===== src/rtl/fetch_ctrl_if.sv =====
// Fetch-control bundle: redirect requests and memory ready from the pipeline,
// PC-mux/enable/flush controls and status back to it.
interface fetch_ctrl_if #(
   parameter int CNT_W = 16
);
   logic             br_res_ex;
   logic             trap_req;
   logic             mret_ex;
   logic             stall_id;
   logic             imem_ready;
   logic [1:0]       pc_sel;
   logic             pc_we;
   logic             if_id_flush;
   logic             id_ex_flush;
   logic             trap_ack;
   logic [CNT_W-1:0] redirect_cnt;
   logic             busy;

   // Pipeline side: raises requests, consumes controls.
   modport master (
      output br_res_ex, trap_req, mret_ex, stall_id, imem_ready,
      input  pc_sel, pc_we, if_id_flush, id_ex_flush, trap_ack, redirect_cnt, busy
   );

   // Controller side.
   modport slave (
      input  br_res_ex, trap_req, mret_ex, stall_id, imem_ready,
      output pc_sel, pc_we, if_id_flush, id_ex_flush, trap_ack, redirect_cnt, busy
   );
endinterface


===== src/rtl/fetch_ctrl.sv =====
// Fetch controller: PC mux select, PC load and pipeline flushes for a
// 5-stage core, with boot hold, pending redirect and one-cycle drain.
//
// state | meaning
// BOOT  | post-reset hold, fetch disabled for BOOT_CYCLES cycles
// RUN   | normal fetch, redirects committed when imem is ready
// PEND  | redirect waiting for imem_ready, target held in pend_sel
// DRAIN | one cycle after a redirect commit, IF/ID bubbled
module fetch_ctrl #(
   parameter int BOOT_CYCLES = 2,
   parameter int CNT_W       = 16
) (
   input  logic       clk,
   input  logic       rst,
   fetch_ctrl_if.slave bus
);
   typedef enum logic [1:0] {BOOT, RUN, PEND, DRAIN} state_t;

   state_t           state_q, state_d;
   logic [3:0]       boot_cnt_q, boot_cnt_d;
   logic [1:0]       pend_sel_q, pend_sel_d;
   logic [CNT_W-1:0] cnt_q, cnt_d;

   logic [1:0]       req_code;
   logic [1:0]       pend_eff;
   logic [1:0]       pc_sel;
   logic             pc_we, if_flush, id_flush, ack;

   // Request priority encode: trap > mret > branch; 0 means no request.
   always_comb begin
      req_code = 2'd0;
      if (bus.trap_req)       req_code = 2'd2;
      else if (bus.mret_ex)   req_code = 2'd3;
      else if (bus.br_res_ex) req_code = 2'd1;
   end

   // A trap arriving while pending takes over the held redirect target.
   assign pend_eff = bus.trap_req ? 2'd2 : pend_sel_q;

   // State, boot timer, pending target and redirect counter registers.
   always_ff @(posedge clk) begin
      if (rst) begin
         state_q    <= BOOT;
         boot_cnt_q <= 4'(BOOT_CYCLES);
         pend_sel_q <= 2'd0;
         cnt_q      <= '0;
      end else begin
         state_q    <= state_d;
         boot_cnt_q <= boot_cnt_d;
         pend_sel_q <= pend_sel_d;
         cnt_q      <= cnt_d;
      end
   end

   // Next-state and output decode; reset forces the BOOT output values.
   always_comb begin
      state_d    = state_q;
      boot_cnt_d = boot_cnt_q;
      pend_sel_d = pend_sel_q;
      cnt_d      = cnt_q;
      pc_sel     = 2'd0;
      pc_we      = 1'b0;
      if_flush   = 1'b0;
      id_flush   = 1'b0;
      ack        = 1'b0;
      case (state_q)
         BOOT: begin
            if_flush = 1'b1;
            id_flush = 1'b1;
            if (boot_cnt_q <= 4'd1) state_d = RUN;
            else                    boot_cnt_d = boot_cnt_q - 4'd1;
         end
         RUN: begin
            if (req_code != 2'd0) begin
               pc_sel   = req_code;
               if_flush = 1'b1;
               id_flush = 1'b1;
               if (bus.imem_ready) begin
                  pc_we   = 1'b1;
                  cnt_d   = cnt_q + 1'b1;
                  ack     = (req_code == 2'd2);
                  state_d = DRAIN;
               end else begin
                  pend_sel_d = req_code;
                  state_d    = PEND;
               end
            end else begin
               pc_we    = bus.imem_ready & ~bus.stall_id;
               id_flush = bus.stall_id;
            end
         end
         PEND: begin
            pc_sel     = pend_eff;
            if_flush   = 1'b1;
            id_flush   = 1'b1;
            pend_sel_d = pend_eff;
            if (bus.imem_ready) begin
               pc_we   = 1'b1;
               cnt_d   = cnt_q + 1'b1;
               ack     = (pend_eff == 2'd2);
               state_d = DRAIN;
            end
         end
         DRAIN: begin
            pc_we    = bus.imem_ready;
            if_flush = 1'b1;
            state_d  = RUN;
         end
         default: state_d = BOOT;
      endcase
      if (rst) begin
         pc_sel   = 2'd0;
         pc_we    = 1'b0;
         if_flush = 1'b1;
         id_flush = 1'b1;
         ack      = 1'b0;
      end
   end

   assign bus.pc_sel       = pc_sel;
   assign bus.pc_we        = pc_we;
   assign bus.if_id_flush  = if_flush;
   assign bus.id_ex_flush  = id_flush;
   assign bus.trap_ack     = ack;
   assign bus.redirect_cnt = cnt_q;
   assign bus.busy         = rst | (state_q != RUN);
endmodule


===== src/flat_wrapper.sv =====
// flat-port wrapper written by rule: the top's interface ports become plain ports
module fetch_ctrl_flat 
#(
   parameter int BOOT_CYCLES = 2,
   parameter int CNT_W       = 16
)
  (clk, rst, bus_br_res_ex, bus_trap_req, bus_mret_ex, bus_stall_id, bus_imem_ready, bus_pc_sel, bus_pc_we, bus_if_id_flush, bus_id_ex_flush, bus_trap_ack, bus_redirect_cnt, bus_busy);
  fetch_ctrl_if #(.CNT_W(CNT_W)) bus_i ();
  input  logic clk;
  input  logic rst;
  input wire logic [$bits(bus_i.br_res_ex)-1:0] bus_br_res_ex;
  input wire logic [$bits(bus_i.trap_req)-1:0] bus_trap_req;
  input wire logic [$bits(bus_i.mret_ex)-1:0] bus_mret_ex;
  input wire logic [$bits(bus_i.stall_id)-1:0] bus_stall_id;
  input wire logic [$bits(bus_i.imem_ready)-1:0] bus_imem_ready;
  output wire logic [$bits(bus_i.pc_sel)-1:0] bus_pc_sel;
  output wire logic [$bits(bus_i.pc_we)-1:0] bus_pc_we;
  output wire logic [$bits(bus_i.if_id_flush)-1:0] bus_if_id_flush;
  output wire logic [$bits(bus_i.id_ex_flush)-1:0] bus_id_ex_flush;
  output wire logic [$bits(bus_i.trap_ack)-1:0] bus_trap_ack;
  output wire logic [$bits(bus_i.redirect_cnt)-1:0] bus_redirect_cnt;
  output wire logic [$bits(bus_i.busy)-1:0] bus_busy;
  assign bus_i.br_res_ex = bus_br_res_ex;
  assign bus_i.trap_req = bus_trap_req;
  assign bus_i.mret_ex = bus_mret_ex;
  assign bus_i.stall_id = bus_stall_id;
  assign bus_i.imem_ready = bus_imem_ready;
  assign bus_pc_sel = bus_i.pc_sel;
  assign bus_pc_we = bus_i.pc_we;
  assign bus_if_id_flush = bus_i.if_id_flush;
  assign bus_id_ex_flush = bus_i.id_ex_flush;
  assign bus_trap_ack = bus_i.trap_ack;
  assign bus_redirect_cnt = bus_i.redirect_cnt;
  assign bus_busy = bus_i.busy;
  fetch_ctrl #(.BOOT_CYCLES(BOOT_CYCLES), .CNT_W(CNT_W)) u_core (.clk(clk), .rst(rst), .bus(bus_i));
endmodule

===== config.mk =====
export PLATFORM = sky130hd
export DESIGN_NAME = fetch_ctrl_flat
export DESIGN_NICKNAME = d
export VERILOG_FILES = /design/src/rtl/fetch_ctrl_if.sv /design/src/rtl/fetch_ctrl.sv /design/src/flat_wrapper.sv
export SDC_FILE = /design/constraint.sdc
export NUM_CORES = 1
export LEC_CHECK = 0
export ABC_AREA = 1
export ABC_CLOCK_PERIOD_IN_PS = 1600
export BUFFER_PORTS_ARGS = -buffer_cell sky130_fd_sc_hd__buf_2
export CAP_MARGIN = 20
export CORE_MARGIN = 2
export CORE_UTILIZATION = 51
export CTS_BUF_LIST = sky130_fd_sc_hd__clkbuf_4 sky130_fd_sc_hd__clkbuf_8
export CTS_CLUSTER_SIZE = 14
export DETAILED_ROUTE_END_ITERATION = 10
export GPL_TIMING_DRIVEN = 0
export HOLD_SLACK_MARGIN = 0.06
export PLACE_DENSITY = 0.83
export SETUP_SLACK_MARGIN = 0.4
export SYNTH_ARGS = -nofsm -noshare
export SYNTH_HDL_FRONTEND = slang
export SYNTH_SLANG_ARGS = --single-unit

===== constraint.sdc =====
create_clock -name clk -period 1.6 [get_ports clk]
set_clock_uncertainty 0.1 [all_clocks]
set_input_delay 0.08 -clock clk [delete_from_list [all_inputs] [get_ports clk]]
set_output_delay 0.08 -clock clk [all_outputs]
set_load 0.1 [all_outputs]

==> results by group, run 1 <==
Yosys
  – Library cells used by synthesis: 29
  – Mapped Cells: 227
  – Async set-reset flop share out of synthesis: 0%
  – Top cell type's share of synthesized area: just over 30%
  – Sequential fraction of the synthesis area: 31.1%
  – Number of flops mapped to enable cells by yosys: 0
  – Ys flop type: dfxtp_1
  – Yosys reg bits: 24
  – Leading post-synthesis cells by cell area: dfxtp_1, nand2_1, nor2_1, ha_1, a21oi_1
  – Synth Area per Inst: about 6.8 µm²
  – Commonest cells in the netlist: nand2_1, nor2_1, inv_1
  – Synth Cell Area: roughly 0.0015 mm²
  – Most frequent cell after synthesis: nand2_1
  – Syn nets: around 240
  – Largest area contributor in the netlist: dfxtp_1
  – Yosys warning count: 0

CTS
  – Root Buffer: clkbuf_4
  – Max Root-Sink Buffers: 2
  – Number of CTS-inserted buffers: 3
  – Clk sinks: 24
  – CTS H-Tree Depth: 1

Floorplan
  – I/O pins: 30
  – Initial Util: 55.0%
  – Floorplan die height: between 50 and 60 µm
  – Chip width: around 60 µm
  – # rows: 19

Timing
  – Worst_ep kind: output port
  – Worst endpoint after global-route timing repair: bus_pc_sel[0]

Status
  – Status: aborted with a tool error
  – Failing step: 5_1_grt
  – Error: [ERROR DPL-0033] detailed placement checks failed during check placement.

Place
  – Port Buf Inserts: 28
  – Hpwl dp: 2540 µm
  – Final GP Congestion: roughly 0.79

Global route
  – Initial antenna violation count: 0
  – Largest net degree at the start of global routing: 14
[cells by family after synthesis]
group           Yosys count  share of synthesized area (%)
buf+inv                  32                           9.64
xor+xnor                  1                          0.567
simple gates            128                           40.0
compound gates           33                           11.3
flops                    24                           31.1
fa+ha+maj                 9                           7.29
[timing repair]
action | CTS
endpoints found under the setup margin | 47
buffers inserted | 14
hold buffers | 3
gates cloned | 2
pin swaps | 7
endpoints found under the hold margin | 1
gates resized for setup | 77
[metrics by stage]
step,instances,setup slack (ns),cell area (µm²),TNS [ns]
2_1_floorplan,227,-0.0684,1770,-0.0995
3_3_place_gp,286,-0.0963,1940,-0.240
3_5_place_dp,286,-0.107,1940,-0.655
4_1_cts,309,-0.209,2410,-1.87
==> run 2, diff against run 1 <==
==> config.mk (replaced) <==
export PLATFORM = sky130hd
export DESIGN_NAME = fetch_ctrl_flat
export DESIGN_NICKNAME = d
export VERILOG_FILES = /design/src/rtl/fetch_ctrl_if.sv /design/src/rtl/fetch_ctrl.sv /design/src/flat_wrapper.sv
export SDC_FILE = /design/constraint.sdc
export NUM_CORES = 1
export LEC_CHECK = 0
export ABC_AREA = 1
export ABC_CLOCK_PERIOD_IN_PS = 2100
export BUFFER_PORTS_ARGS = -buffer_cell sky130_fd_sc_hd__buf_2
export CAP_MARGIN = 20
export CORE_MARGIN = 2
export CORE_UTILIZATION = 40
export DETAILED_ROUTE_END_ITERATION = 10
export GPL_TIMING_DRIVEN = 0
export PLACE_DENSITY_LB_ADDON = 0.15
export SYNTH_ARGS = -nofsm -noshare
export SYNTH_HDL_FRONTEND = slang
export SYNTH_SLANG_ARGS = --single-unit
==> constraint.sdc (replaced) <==
create_clock -name clk -period 2.1 [get_ports clk]
set_clock_uncertainty 0.1 [all_clocks]
set_input_delay 0.105 -clock clk [delete_from_list [all_inputs] [get_ports clk]]
set_output_delay 0.105 -clock clk [all_outputs]
set_load 0.1 [all_outputs]
==> run 2 against run 1 <==
Against the previous run:
- the flow now finishes without violations
- synthesized area unchanged
- synthesized cell count unchanged
==> results by group, run 2 <==
Status
  – Status: complete, no violations

Finish
  – Commonest non-fill, non-tap cell in the layout: nand2_1
  – Fin area: around 0.0018 mm²
  – Commonest cells after routing, fill and taps aside: nand2_1, nor2_1, inv_1, buf_2, dfxtp_1
  – Max FFs per register: 16
  – Post-layout util: 49.6%
  – NumNets Final: approximately 280
  – Ant diodes: 0
  – Layout area overhead: 18.5%
  – Layout cells sized above 1: between 20% and 30%

Global route
  – Tot GR Track Use: 15.5%
  – Largest net degree at the start of global routing: 14
  – Number of global-route vias before repair: about 1300
  – Gr ovfl total: 0
  – Global-route wire length before repair: roughly 5300 µm
  – Initial antenna violation count: 0

Yosys
  – Synth Area per Inst: slightly below 7 µm²
  – Yosys warning count: 0
  – Leading post-synthesis cells by cell area: dfxtp_1, nand2_1, nor2_1, ha_1, a21oi_1
  – Mapped Cells: ~230
  – Top cell type's share of synthesized area: 31.1%
  – Number of flops mapped to enable cells by yosys: 0
  – Commonest cells in the netlist: nand2_1, nor2_1, inv_1
  – Portion of netlist area occupied by mux cells: 0%
  – Largest area contributor in the netlist: dfxtp_1
  – Largest family of logic cells by synthesized area: simple AND/OR/NAND/NOR gates
  – Synth Cell Area: ~0.0015 mm²
  – Yosys reg bits: 24
  – Async set-reset flop share out of synthesis: 0%
  – Most frequent cell after synthesis: nand2_1
  – Post-synthesis simple-gate area fraction: between 40% and 50%
  – Library cells used by synthesis: 29
  – Adder-cell share of the synthesized area: 7.29%
  – Ys flop type: dfxtp_1
  – Sequential fraction of the synthesis area: about 31%
  – Syn nets: 243
  – Synth Area in XOR/XNOR: 0.567%
  – Synth Area in Compound Gates: a little under an eighth

Setup path
  – WP data required: about 1.9 ns
  – Critical path buffers and inverters: 2
  – Cell family with most CP delay: compound AO/OA/AOI/OAI gates
  – Critical path peak fanout: 6
  – WS Path Type: reg -> out
  – Critical path startpoint category: register
  – CP max stage delay: 0.37 ns
  – Critical path arrival: between 1.5 and 2 ns
  – Worst-path cell chain: inv_1, ha_2, o21ai_1, a211o_1, a21oi_2, buf_8
  – Crit. End Element: output pin
  – CP max stage cell: dfxtp_1

Route
  – Via count: between 1000 and 1500
  – Drt first pass iters: 4
  – Wire per inst: 10.3 µm
  – Routed Antenna Nets: 0
  – Final wirelength: between 3000 and 4000 µm
  – Vias per std cell: ~4.7
  – DRT iter0 DRCs: 74
  – DRC Markers: 0

Worst hold path
  – Hold Crit Class: in -> reg

Power and ir drop
  – Peak VDD IR: 747 µV
  – Pwr dens: ~1100 mW/mm²
  – Leakage: roughly 0.85 nW

Floorplan
  – Initial Util: 41.9%
  – Core Area: 0.00369 mm²
  – Floorplan die height: around 66 µm
  – I/O pins: 30
  – Die area: ~0.0044 mm²
  – # rows: 22
  – Chip width: 66.1 µm

CTS
  – Number of CTS-inserted buffers: 3
  – CTS H-Tree Depth: 1
  – Clock latency on the worst-skew pair: roughly 0.26 ns
  – TritonCTS clock tree: built
  – Clock transition at path regs: ~0.080 ns
  – Root Buffer: clkbuf_8
  – Post-CTS setup buffer count: 0
  – Max Root-Sink Buffers: 2
  – Clk sinks: 24

Timing
  – Fin Setup TNS: 0 ns
  – Max-slew violation count: 0
  – Least-Margin Pin Slew: 0.487 ns
  – Fmax: slightly above 500 MHz
  – Fin Hold WS: between 0.1 and 0.15 ns
  – Tcrit/Tclk final: approximately 94%
  – Finish-stage setup viols: 0
  – Period minus WS final: between 1.5 and 2 ns
  – Final Hold Fails: 0
  – Slew Limit Headroom: 67.8%

Flow run
  – Max_cap viols: 0

Place
  – Port Buf Inserts: 28
  – Final GP Congestion: approximately 0.8
  – Hpwl dp: 2350 µm
  – DP Area: 0.00175 mm²
## run 2: where the power goes
part | leakage, nW | internal (mW) | total, mW | switching, mW
sequential | 0.196 | 0.537 | 0.607 | 0.0694
clock | 0.0288 | 0.167 | 0.312 | 0.145
combinational | 0.629 | 0.315 | 1.08 | 0.768
total | 0.854 | 1.02 | 2.00 | 0.982
## run 2: cells by family after synthesis
| kind of cell | count (synthesis) |
|---|---|
| DFF | 24 |
| buffers and inverters | 32 |
| and+or+nand+nor | 128 |
| AOI/OAI and AO/OA | 33 |
| xor gates and xnor gates | 1 |
| adders and majority gates | 9 |
## run 2: path summary, 6_finish.rpt
check                        from                           to  slack, ns  cells after the start
max reg2reg     u_core.state_q[1]  u_core.bus.redirect_cnt[15]       0.36                      9
min reg2reg  u_core.boot_cnt_q[1]         u_core.boot_cnt_q[1]       0.38                      2
min                           rst   u_core.bus.redirect_cnt[8]       0.12                      2
max             u_core.state_q[0]                 bus_trap_ack       0.13                      6
## run 2: area by class of cell
| cell class | instances | area (µm²) |
|---|---|---|
| well taps | 48 | 60.1 |
| clock buffers | 4 | 55.1 |
| multi-input cells | 171 | 925 |
| plain buffers | 5 | 47.5 |
| inverters | 27 | 101 |
| flip-flops and latches | 24 | 483 |
| repair buffers | 28 | 158 |
| fillers | 396 | 1860 |
## run 2: what timing repair did
action | in CTS | in global routing
hold buffers | 0 | 0
pin swaps | 0 | 0
resized for setup | 2 | 6
endpoints found under the setup margin | 1 | 4
## run 2: through the flow
step | worst slack [ns] | cells | power (mW)
3_3_place_gp | 0.166 | 303 | 1.68
5_1_grt | -0.00248 | 307 | 2.17
2_1_floorplan | -0.435 | 227 | 1.50
4_1_cts | 0.0359 | 307 | 2.01
6_report | 0.128 | 307 | 2.00
3_5_place_dp | 0.183 | 303 | 1.69
## run 2: layer usage
metal  part of all wire [%]  GRT usage, %  vias up  wire length, µm
met5                      0             0        -                0
met4                    1.1          7.40        0               34
met3                    3.8          1.70        2              119
met2                     45          25.0       28             1420
met1                     50          20.6      628             1570
li1                       -             -      784                -
Power figures use the tool's default switching activity.
